### src/rtl/mips_pkg.sv
// Shared encodings for the multicycle MIPS control unit: opcodes, mux selects, states.
package mips_pkg;

  localparam logic [5:0] OP_RTYPE = 6'h00;
  localparam logic [5:0] OP_J     = 6'h02;
  localparam logic [5:0] OP_JAL   = 6'h03;
  localparam logic [5:0] OP_BEQ   = 6'h04;
  localparam logic [5:0] OP_BNE   = 6'h05;
  localparam logic [5:0] OP_ADDI  = 6'h08;
  localparam logic [5:0] OP_LUI   = 6'h0F;
  localparam logic [5:0] OP_LW    = 6'h23;
  localparam logic [5:0] OP_SW    = 6'h2B;

  localparam logic [5:0] FN_JR    = 6'h08;
  localparam logic [5:0] FN_MFHI  = 6'h10;
  localparam logic [5:0] FN_MFLO  = 6'h12;
  localparam logic [5:0] FN_MULT  = 6'h18;
  localparam logic [5:0] FN_DIV   = 6'h1A;
  localparam logic [5:0] FN_ADD   = 6'h20;
  localparam logic [5:0] FN_SUB   = 6'h22;
  localparam logic [5:0] FN_AND   = 6'h24;

  localparam logic [2:0] ALU_PASS = 3'b000;
  localparam logic [2:0] ALU_ADD  = 3'b001;
  localparam logic [2:0] ALU_SUB  = 3'b010;
  localparam logic [2:0] ALU_AND  = 3'b011;
  localparam logic [2:0] ALU_CMP  = 3'b111;

  localparam logic [1:0] IORD_PC     = 2'd0;
  localparam logic [1:0] IORD_ALUOUT = 2'd1;
  localparam logic [1:0] IORD_EXC    = 2'd2;
  localparam logic [1:0] IORD_RES    = 2'd3;

  localparam logic [1:0] EXC_OPC  = 2'd0;
  localparam logic [1:0] EXC_OVF  = 2'd1;
  localparam logic [1:0] EXC_DIV0 = 2'd2;

  localparam logic [2:0] DST_RT  = 3'd0;
  localparam logic [2:0] DST_RD  = 3'd1;
  localparam logic [2:0] DST_R29 = 3'd2;
  localparam logic [2:0] DST_R30 = 3'd3;
  localparam logic [2:0] DST_R31 = 3'd4;

  localparam logic [3:0] SRC_ALUOUT = 4'd0;
  localparam logic [3:0] SRC_LS     = 4'd1;
  localparam logic [3:0] SRC_HIMULT = 4'd2;
  localparam logic [3:0] SRC_LOMULT = 4'd3;
  localparam logic [3:0] SRC_SEXT   = 4'd4;
  localparam logic [3:0] SRC_LUI    = 4'd5;
  localparam logic [3:0] SRC_227    = 4'd8;
  localparam logic [3:0] SRC_HIDIV  = 4'd9;
  localparam logic [3:0] SRC_LODIV  = 4'd10;

  localparam logic [1:0] ASRC_PC  = 2'd0;
  localparam logic [1:0] ASRC_A   = 2'd1;
  localparam logic [1:0] ASRC_MDR = 2'd2;

  localparam logic [1:0] BSRC_B    = 2'd0;
  localparam logic [1:0] BSRC_4    = 2'd1;
  localparam logic [1:0] BSRC_IMM  = 2'd2;
  localparam logic [1:0] BSRC_IMM4 = 2'd3;

  localparam logic [2:0] PC_ALURES = 3'd0;
  localparam logic [2:0] PC_ALUOUT = 3'd1;
  localparam logic [2:0] PC_JUMP   = 3'd2;
  localparam logic [2:0] PC_MDR    = 3'd3;
  localparam logic [2:0] PC_EPC    = 3'd4;
  localparam logic [2:0] PC_LS     = 3'd5;

  localparam logic [1:0] SIZE_WORD = 2'd1;
  localparam logic [1:0] SIZE_BYTE = 2'd2;

  typedef enum logic [3:0] {
    ClsAdd, ClsSub, ClsAnd, ClsJr, ClsMult, ClsDiv, ClsMfhi, ClsMflo,
    ClsAddi, ClsLw, ClsSw, ClsBeq, ClsBne, ClsLui, ClsJ, ClsJal
  } inst_cls_e;

  typedef enum logic [5:0] {
    StReset, StInit, StFetch, StWait, StIrLoad, StDecode,
    StRAlu, StRWrite, StAddi, StAddiWrite, StLui,
    StLwAddr, StLwRead, StLwWait, StLwWrite,
    StSwAddr, StSwRead, StSwWait, StSwWrite,
    StBranch, StJump, StJal, StJr,
    StMult, StMWait, StMultDone,
    StDiv, StDivStart, StDWait, StDivDone,
    StMfhi, StMflo,
    StExc, StExcRead, StExcWait, StExcLoad, StExcJump
  } state_e;

  // One registered copy of every datapath control line.
  typedef struct packed {
    logic [1:0] iord;
    logic [1:0] excp;
    logic       mem_write;
    logic       ir_write;
    logic       reg_write;
    logic       mem_reg;
    logic       a_en;
    logic       b_en;
    logic       alu_out_en;
    logic       epc_en;
    logic       pc_write;
    logic       hi_en;
    logic       lo_en;
    logic       mult_start;
    logic       div_start;
    logic [2:0] src_write;
    logic [3:0] src_data;
    logic [1:0] alu_src_a;
    logic [1:0] alu_src_b;
    logic [2:0] alu_op;
    logic [2:0] pc_source;
    logic [1:0] ls_ctrl;
    logic [1:0] ss_ctrl;
  } ctrl_t;

endpackage

### src/rtl/mips_ctrl_decode.sv
// Combinational opcode/funct decoder: instruction class plus a valid bit.
module mips_ctrl_decode
  import mips_pkg::*;
(
  input  logic [5:0] opcode,
  input  logic [5:0] funct,
  output inst_cls_e  cls,
  output logic       valid
);

  // Map the supported subset; anything else is flagged invalid.
  always_comb begin
    cls   = ClsAdd;
    valid = 1'b1;
    case (opcode)
      OP_RTYPE: begin
        case (funct)
          FN_ADD:  cls = ClsAdd;
          FN_SUB:  cls = ClsSub;
          FN_AND:  cls = ClsAnd;
          FN_JR:   cls = ClsJr;
          FN_MULT: cls = ClsMult;
          FN_DIV:  cls = ClsDiv;
          FN_MFHI: cls = ClsMfhi;
          FN_MFLO: cls = ClsMflo;
          default: valid = 1'b0;
        endcase
      end
      OP_ADDI: cls = ClsAddi;
      OP_LW:   cls = ClsLw;
      OP_SW:   cls = ClsSw;
      OP_BEQ:  cls = ClsBeq;
      OP_BNE:  cls = ClsBne;
      OP_LUI:  cls = ClsLui;
      OP_J:    cls = ClsJ;
      OP_JAL:  cls = ClsJal;
      default: valid = 1'b0;
    endcase
  end

endmodule

### src/rtl/mips_control_unit.sv
// Multicycle MIPS control FSM with registered control outputs.
module mips_control_unit
  import mips_pkg::*;
#(
  parameter int unsigned MEM_WAIT = 1
) (
  input  logic       clk,
  input  logic       reset,
  input  logic [5:0] opcode,
  input  logic [5:0] funct,
  input  logic       overflow,
  input  logic       zero,
  input  logic       lt,
  input  logic       gt,
  input  logic       mult_done,
  input  logic       div_done,
  input  logic       div_zero,
  output logic [1:0] iord,
  output logic [1:0] excpControl,
  output logic       memWrite,
  output logic       irWrite,
  output logic       regWrite,
  output logic       memRegControl,
  output logic       aControl,
  output logic       bControl,
  output logic       aluOutControl,
  output logic       epcControl,
  output logic       control,
  output logic       hiControl,
  output logic       loControl,
  output logic       multControl,
  output logic       divControl,
  output logic [2:0] srcWrite,
  output logic [3:0] srcData,
  output logic [1:0] aluSrcA,
  output logic [1:0] aluSrcB,
  output logic [2:0] aluControl,
  output logic [2:0] pcSource,
  output logic [1:0] lsControl,
  output logic [1:0] ssControl
);

  localparam logic [1:0] WaitInit = 2'(MEM_WAIT - 1);

  state_e    state_q, state_d;
  inst_cls_e cls_q, cls_d, dec_cls;
  logic      dec_valid;
  logic [1:0] exc_q, exc_d;
  logic [1:0] wait_q, wait_d;
  logic      hi_src_q, hi_src_d;
  ctrl_t     ctrl_q, ctrl_d;
  logic      in_wait, wait_last, br_take;

  // The comparison flags are not needed by this instruction subset.
  logic unused_flags;
  assign unused_flags = lt | gt;

  mips_ctrl_decode u_decode (
    .opcode (opcode),
    .funct  (funct),
    .cls    (dec_cls),
    .valid  (dec_valid)
  );

  assign in_wait   = (state_q == StWait) || (state_q == StLwWait) ||
                     (state_q == StSwWait) || (state_q == StExcWait);
  assign wait_last = (wait_q == 2'd0);

  // Next-state selection and bookkeeping registers.
  always_comb begin
    state_d  = state_q;
    cls_d    = cls_q;
    exc_d    = exc_q;
    hi_src_d = hi_src_q;
    wait_d   = (in_wait && !wait_last) ? wait_q - 2'd1 : WaitInit;
    case (state_q)
      StReset:  state_d = StInit;
      StInit:   state_d = StFetch;
      StFetch:  state_d = StWait;
      StWait:   if (wait_last) state_d = StIrLoad;
      StIrLoad: state_d = StDecode;
      StDecode: begin
        cls_d = dec_cls;
        if (!dec_valid) begin
          exc_d   = EXC_OPC;
          state_d = StExc;
        end else begin
          case (dec_cls)
            ClsAdd, ClsSub, ClsAnd: state_d = StRAlu;
            ClsJr:   state_d = StJr;
            ClsMult: state_d = StMult;
            ClsDiv:  state_d = StDiv;
            ClsMfhi: state_d = StMfhi;
            ClsMflo: state_d = StMflo;
            ClsAddi: state_d = StAddi;
            ClsLw:   state_d = StLwAddr;
            ClsSw:   state_d = StSwAddr;
            ClsBeq, ClsBne: state_d = StBranch;
            ClsLui:  state_d = StLui;
            ClsJ:    state_d = StJump;
            default: state_d = StJal;
          endcase
        end
      end
      StRAlu: begin
        if (overflow && (cls_q != ClsAnd)) begin
          exc_d   = EXC_OVF;
          state_d = StExc;
        end else begin
          state_d = StRWrite;
        end
      end
      StAddi: begin
        if (overflow) begin
          exc_d   = EXC_OVF;
          state_d = StExc;
        end else begin
          state_d = StAddiWrite;
        end
      end
      StLwAddr:   state_d = StLwRead;
      StLwRead:   state_d = StLwWait;
      StLwWait:   if (wait_last) state_d = StLwWrite;
      StSwAddr:   state_d = StSwRead;
      StSwRead:   state_d = StSwWait;
      StSwWait:   if (wait_last) state_d = StSwWrite;
      StMult:     state_d = StMWait;
      StMWait:    if (mult_done) state_d = StMultDone;
      StMultDone: begin
        hi_src_d = 1'b0;
        state_d  = StFetch;
      end
      StDiv: begin
        if (div_zero) begin
          exc_d   = EXC_DIV0;
          state_d = StExc;
        end else begin
          state_d = StDivStart;
        end
      end
      StDivStart: state_d = StDWait;
      StDWait:    if (div_done) state_d = StDivDone;
      StDivDone: begin
        hi_src_d = 1'b1;
        state_d  = StFetch;
      end
      StExc:      state_d = StExcRead;
      StExcRead:  state_d = StExcWait;
      StExcWait:  if (wait_last) state_d = StExcLoad;
      StExcLoad:  state_d = StExcJump;
      default:    state_d = StFetch;
    endcase
  end

  // Control lines for the state being entered, so they are registered on entry.
  always_comb begin
    ctrl_d = '0;
    case (state_d)
      StInit: begin
        ctrl_d.reg_write = 1'b1;
        ctrl_d.src_write = DST_R29;
        ctrl_d.src_data  = SRC_227;
      end
      StFetch: begin
        ctrl_d.iord      = IORD_PC;
        ctrl_d.alu_src_a = ASRC_PC;
        ctrl_d.alu_src_b = BSRC_4;
        ctrl_d.alu_op    = ALU_ADD;
        ctrl_d.pc_source = PC_ALURES;
        ctrl_d.pc_write  = 1'b1;
      end
      StIrLoad: ctrl_d.ir_write = 1'b1;
      StDecode: begin
        ctrl_d.a_en       = 1'b1;
        ctrl_d.b_en       = 1'b1;
        ctrl_d.alu_src_a  = ASRC_PC;
        ctrl_d.alu_src_b  = BSRC_IMM4;
        ctrl_d.alu_op     = ALU_ADD;
        ctrl_d.alu_out_en = 1'b1;
      end
      StRAlu: begin
        ctrl_d.alu_src_a  = ASRC_A;
        ctrl_d.alu_src_b  = BSRC_B;
        ctrl_d.alu_op     = (cls_d == ClsSub) ? ALU_SUB :
                            (cls_d == ClsAnd) ? ALU_AND : ALU_ADD;
        ctrl_d.alu_out_en = 1'b1;
      end
      StRWrite: begin
        ctrl_d.reg_write = 1'b1;
        ctrl_d.src_write = DST_RD;
        ctrl_d.src_data  = SRC_ALUOUT;
      end
      StAddi, StLwAddr, StSwAddr: begin
        ctrl_d.alu_src_a  = ASRC_A;
        ctrl_d.alu_src_b  = BSRC_IMM;
        ctrl_d.alu_op     = ALU_ADD;
        ctrl_d.alu_out_en = 1'b1;
      end
      StAddiWrite: begin
        ctrl_d.reg_write = 1'b1;
        ctrl_d.src_write = DST_RT;
        ctrl_d.src_data  = SRC_ALUOUT;
      end
      StLui: begin
        ctrl_d.reg_write = 1'b1;
        ctrl_d.src_write = DST_RT;
        ctrl_d.src_data  = SRC_LUI;
      end
      StLwRead, StLwWait, StSwRead, StSwWait: ctrl_d.iord = IORD_ALUOUT;
      StLwWrite: begin
        ctrl_d.mem_reg   = 1'b1;
        ctrl_d.reg_write = 1'b1;
        ctrl_d.src_write = DST_RT;
        ctrl_d.src_data  = SRC_LS;
        ctrl_d.ls_ctrl   = SIZE_WORD;
      end
      StSwWrite: begin
        ctrl_d.iord      = IORD_ALUOUT;
        ctrl_d.mem_write = 1'b1;
        ctrl_d.ss_ctrl   = SIZE_WORD;
      end
      StBranch: begin
        ctrl_d.alu_src_a = ASRC_A;
        ctrl_d.alu_src_b = BSRC_B;
        ctrl_d.alu_op    = ALU_SUB;
      end
      StJump: begin
        ctrl_d.pc_source = PC_JUMP;
        ctrl_d.pc_write  = 1'b1;
      end
      StJal: begin
        ctrl_d.pc_source = PC_JUMP;
        ctrl_d.pc_write  = 1'b1;
        ctrl_d.reg_write = 1'b1;
        ctrl_d.src_write = DST_R31;
        ctrl_d.alu_src_a = ASRC_PC;
        ctrl_d.alu_op    = ALU_PASS;
      end
      StJr: begin
        ctrl_d.alu_src_a = ASRC_A;
        ctrl_d.alu_op    = ALU_PASS;
        ctrl_d.pc_source = PC_ALURES;
        ctrl_d.pc_write  = 1'b1;
      end
      StMult:     ctrl_d.mult_start = 1'b1;
      StDivStart: ctrl_d.div_start  = 1'b1;
      StMultDone, StDivDone: begin
        ctrl_d.hi_en = 1'b1;
        ctrl_d.lo_en = 1'b1;
      end
      StMfhi, StMflo: begin
        ctrl_d.reg_write = 1'b1;
        ctrl_d.src_write = DST_RD;
        if (state_d == StMfhi) ctrl_d.src_data = hi_src_q ? SRC_HIDIV : SRC_HIMULT;
        else                   ctrl_d.src_data = hi_src_q ? SRC_LODIV : SRC_LOMULT;
      end
      StExc: begin
        ctrl_d.alu_src_a = ASRC_PC;
        ctrl_d.alu_src_b = BSRC_4;
        ctrl_d.alu_op    = ALU_SUB;
        ctrl_d.epc_en    = 1'b1;
      end
      StExcRead, StExcWait: begin
        ctrl_d.iord = IORD_EXC;
        ctrl_d.excp = exc_d;
      end
      StExcLoad: begin
        ctrl_d.iord    = IORD_EXC;
        ctrl_d.excp    = exc_d;
        ctrl_d.mem_reg = 1'b1;
      end
      StExcJump: begin
        ctrl_d.pc_source = PC_LS;
        ctrl_d.ls_ctrl   = SIZE_BYTE;
        ctrl_d.pc_write  = 1'b1;
      end
      default: ;
    endcase
  end

  // State and output registers; reset clears every control line immediately.
  always_ff @(posedge clk or negedge reset) begin
    if (!reset) begin
      state_q  <= StReset;
      cls_q    <= ClsAdd;
      exc_q    <= EXC_OPC;
      wait_q   <= WaitInit;
      hi_src_q <= 1'b0;
      ctrl_q   <= '0;
    end else begin
      state_q  <= state_d;
      cls_q    <= cls_d;
      exc_q    <= exc_d;
      wait_q   <= wait_d;
      hi_src_q <= hi_src_d;
      ctrl_q   <= ctrl_d;
    end
  end

  // Branch resolution needs the live ALU zero flag, so the PC write is gated in-cycle.
  assign br_take = (state_q == StBranch) && ((cls_q == ClsBeq) ? zero : !zero);

  assign iord          = ctrl_q.iord;
  assign excpControl   = ctrl_q.excp;
  assign memWrite      = ctrl_q.mem_write;
  assign irWrite       = ctrl_q.ir_write;
  assign regWrite      = ctrl_q.reg_write;
  assign memRegControl = ctrl_q.mem_reg;
  assign aControl      = ctrl_q.a_en;
  assign bControl      = ctrl_q.b_en;
  assign aluOutControl = ctrl_q.alu_out_en;
  assign epcControl    = ctrl_q.epc_en;
  assign control       = ctrl_q.pc_write | br_take;
  assign hiControl     = ctrl_q.hi_en;
  assign loControl     = ctrl_q.lo_en;
  assign multControl   = ctrl_q.mult_start;
  assign divControl    = ctrl_q.div_start;
  assign srcWrite      = ctrl_q.src_write;
  assign srcData       = ctrl_q.src_data;
  assign aluSrcA       = ctrl_q.alu_src_a;
  assign aluSrcB       = ctrl_q.alu_src_b;
  assign aluControl    = ctrl_q.alu_op;
  assign pcSource      = br_take ? PC_ALUOUT : ctrl_q.pc_source;
  assign lsControl     = ctrl_q.ls_ctrl;
  assign ssControl     = ctrl_q.ss_ctrl;

endmodule
### config.mk
export PLATFORM = sky130hd
export DESIGN_NAME = mips_control_unit
export DESIGN_NICKNAME = d
export VERILOG_FILES = /design/src/rtl/mips_pkg.sv /design/src/rtl/mips_ctrl_decode.sv /design/src/rtl/mips_control_unit.sv
export SDC_FILE = /design/constraint.sdc
export NUM_CORES = 1
export LEC_CHECK = 0
export ABC_AREA = 1
export CAP_MARGIN = 20
export CORE_ASPECT_RATIO = 0.8
export CORE_UTILIZATION = 35
export DETAILED_ROUTE_END_ITERATION = 16
export DONT_BUFFER_PORTS = 1
export GPL_TIMING_DRIVEN = 0
export SYNTH_ARGS = -nofsm -noshare
export SYNTH_HDL_FRONTEND = slang
export SYNTH_SLANG_ARGS = --single-unit
### constraint.sdc
create_clock -name clk -period 2.9 [get_ports clk]
set_clock_uncertainty 0.1 [all_clocks]
set_input_delay 0.725 -clock clk [delete_from_list [all_inputs] [get_ports clk]]
set_output_delay 0.725 -clock clk [all_outputs]
set_load 0.005 [all_outputs]
==> results.yml <==
status:
  run_status: "finished clean"
drt:
  num_vias: 2658
  first_pass_iters: 4
  vias_per_cell: 4.730
  drt_wl_total_mm: 7.281
  drt_iter0_markers: 128
  wl_per_cell_um: 12.96
  ant_nets: 0
  route.detailed.drc: 0
sta:
  fmax_ghz: 0.3783
  tightestPinTransition_ns: 0.6762
  slew_viol_final: 0
  hold_violations: 0
  slew_headroom_pct: 54.58
  hold_ws_ns: 0.1453
  period_share_pct: 91.15
  finalCriticalPeriod_ns: 2.643
  rsz0062_at_grt: "false"
  setup_viol: 0
clock_network:
  ctsHtreeMaxLevel: 2
  cts_hold_buf: 2
  cts-root-buf: "clkbuf_8"
  numCtsBuffers: 5
  cts_resized: 0
  cts_tree: "built"
  cts_buffer_depth: 2
  cts_sinks: 46
  cts_setup_buffers: 0
  clock_latency_ns: 0.30
  clk_pin_slew_worst_paths_ns: 0.08
layout:
  final_area_um2: 3387
  drive_gt1_share_pct: 23.11
  area_growth_pct: 9.109
  final_cell_mix: "93 x nand2_1, 58 x inv_1, 52 x nor2_1"
  layout.nets: 472
  antenna_cells: 0
  final_common_cell: "nand2_1"
  fin_util_pct: 39.58
synthesis:
  ys_ff_latch: 46
  yosys.area.top_type: "dfrtp_1"
  yosysTopAreaCellShare_pct: 37.08
  synth_edf_count: 0
  netlist_instances: 437
  synth_seq_area_share_pct: 37.08
  synthFlopType: "dfrtp_1"
  synthTopCellsByArea: "dfrtp_1 37%, nand2_1 11%, nand3_1 7.4%"
  synthesis.area_per_instance_um2: 7.103
  syn_area_um2: 3104
  yosysUniqueCellTypes: 34
  yosys_warnings: 0
  synthArstFlopShare_pct: 100.0
critical_path:
  crit_path_start_kind: "input port"
  cp-end-kind: "register"
  crit_arrival_ns: 2.78
  worst-path-max-fanout: 8
  critPathRequiredTime_ns: 3.04
  worstSetupPathType: "input port to register"
global_routing:
  antenna_found_initial: 0
  grt_pass1_wl_mm: 12.20
  grt_max_degree: 38
  grt_usage_pct: 16.83
  grt_pass1_vias: 2554
  overflow: 0
floorplanning:
  die_area_um2: 9252
  ios: 59
  die_height_um: 86.24
  initial_core_util_pct: 36.27
  core_area_um2: 8558
  dieWidth_um: 107.3
  rows: 30
pwr:
  power_frac_clock_pct: 15.3
  p_sw_share_pct: 46.00
  p_sw_uw: 1221
  intPower_uw: 1434
  p_per_area_nw_per_um2: 784.0
  ir_drop_uv: 353.5
  power_frac_comb_pct: 51.3
  seqPwrFrac_pct: 33.4
  leakagePower_uw: 0.001938
  total_power_uw: 2655
place:
  dp_hpwl_mm: 5.689
  place.gp.congestion: 0.9106
  portBuffers: 0
  place_area_um2: 3252
job:
  maxCapViolCount: 0
hold_path:
  hold_class: "input port to asynchronous set/reset pin"
==> layout make-up <==
cell class                 count  area [µm²]
fill                         924        5171
multi-input combinational    288        1475
sequential                    46        1151
inverter                      80       300.3
buffer                        25       185.2
tap                          112       140.1
clock buffer                   6       82.58
timing repair buffer           3       40.04
clock inverter                 2       12.51
==> routing by layer <==
layer | share of wire (%) | global-route usage (%) | vias to the layer above | routed length (µm)
met3 | 5.9 | 3.684 | 11 | 427
li1 | - | - | 1364 | -
met1 | 52 | 24.21 | 1220 | 3757
met5 | 0 | 0 | - | 0
met2 | 41 | 25.22 | 63 | 2985
met4 | 1.5 | 5.106 | 0 | 112
==> flip-flops by register name (all words and copies together), names as in the netlist, 3 cells and up <==
name,cells
srcData,4
ctrl_q,3
cls_q,4
srcWrite,3
state_q,6
==> cell families (layout without fill, tap and decap cells) <==
logic type               Yosys count  after routing  synth area share [%]
AO/OA/AOI/OAI                     28             28                 5.522
adder cells (fa/ha/maj)            2              2                0.8060
buffers and inverters            105            116                 15.64
flip-flops                        46             46                 37.08
other                              1              3                0.1208
AND/OR/NAND/NOR                  255            255                 40.83
==> through the flow <==
step | setup slack [ns] | std cells | setup TNS, ns
floorplan | 0.2120 | 439 | 0
global placement | -0.03199 | 551 | -0.1531
detailed placement | -0.06721 | 551 | -0.3366
CTS | 0.2394 | 561 | 0
global route | 0.009805 | 562 | 0
finish | 0.2566 | 562 | 0
==> path summary, 6_finish.rpt <==
check                                          start                   end  slack, ns  cells past startpoint
worst max-delay path                       opcode[5]  srcData[0]$_DFF_PN0_       0.26                     18
worst min-delay path                           reset   wait_q[0]$_DFF_PN0_       0.15                      1
worst max register to register  state_q[1]$_DFF_PN0_  aluSrcA[0]$_DFF_PN0_       0.35                     16
worst min register to register   wait_q[0]$_DFF_PN0_   wait_q[0]$_DFF_PN0_       0.32                      1
max in group asynchronous                      reset    cls_q[1]$_DFF_PN0_       1.64                      1
min in group clk                 wait_q[0]$_DFF_PN0_   wait_q[0]$_DFF_PN0_       0.32                      1
==> Yosys cell counts (2+ instances only) <==
cell      instances
nand2_1          93
inv_1            58
nor2_1           52
dfrtp_1          46
nand3_1          46
buf_4            24
inv_2            21
nor2_2           14
nand2_2          13
o21ai_0          11
nor3_1            8
nand4_1           7
nor2_4            7
a21oi_1           6
nand3_2           5
nand2_4           3
a31oi_1           2
ha_1              2
nand4_2           2
o21ai_1           2
o21bai_1          2
==> power groups by stage <==
| stage | sequential, µW | clock [µW] | combinational, µW |
|---|---|---|---|
| 2_1_floorplan | 873 | 0 | 1070 |
| 3_3_place_gp | 896 | 0 | 1340 |
| 3_5_place_dp | 897 | 0 | 1330 |
| 4_1_cts | 886 | 424 | 1350 |
| 5_1_grt | 905 | 455 | 1530 |
| 6_report | 886 | 407 | 1360 |
==> worst max-delay path: stages <==
cell     delay (ns)
nor2_4         0.17
nand3_2        0.15
nor2_4         0.14
nand2_1        0.08
nand3_2        0.13
inv_2          0.05
ha_1           0.26
inv_1          0.05
nand2_1        0.05
nand4_2        0.13
nor2_1         0.05
nor2_1         0.24
nand2_4        0.10
nor2_2         0.13
nand2_1        0.08
nand2_2        0.10
nand3_1        0.07
nand2_1        0.06
No activity file was read; power rests on OpenSTA's default activity.
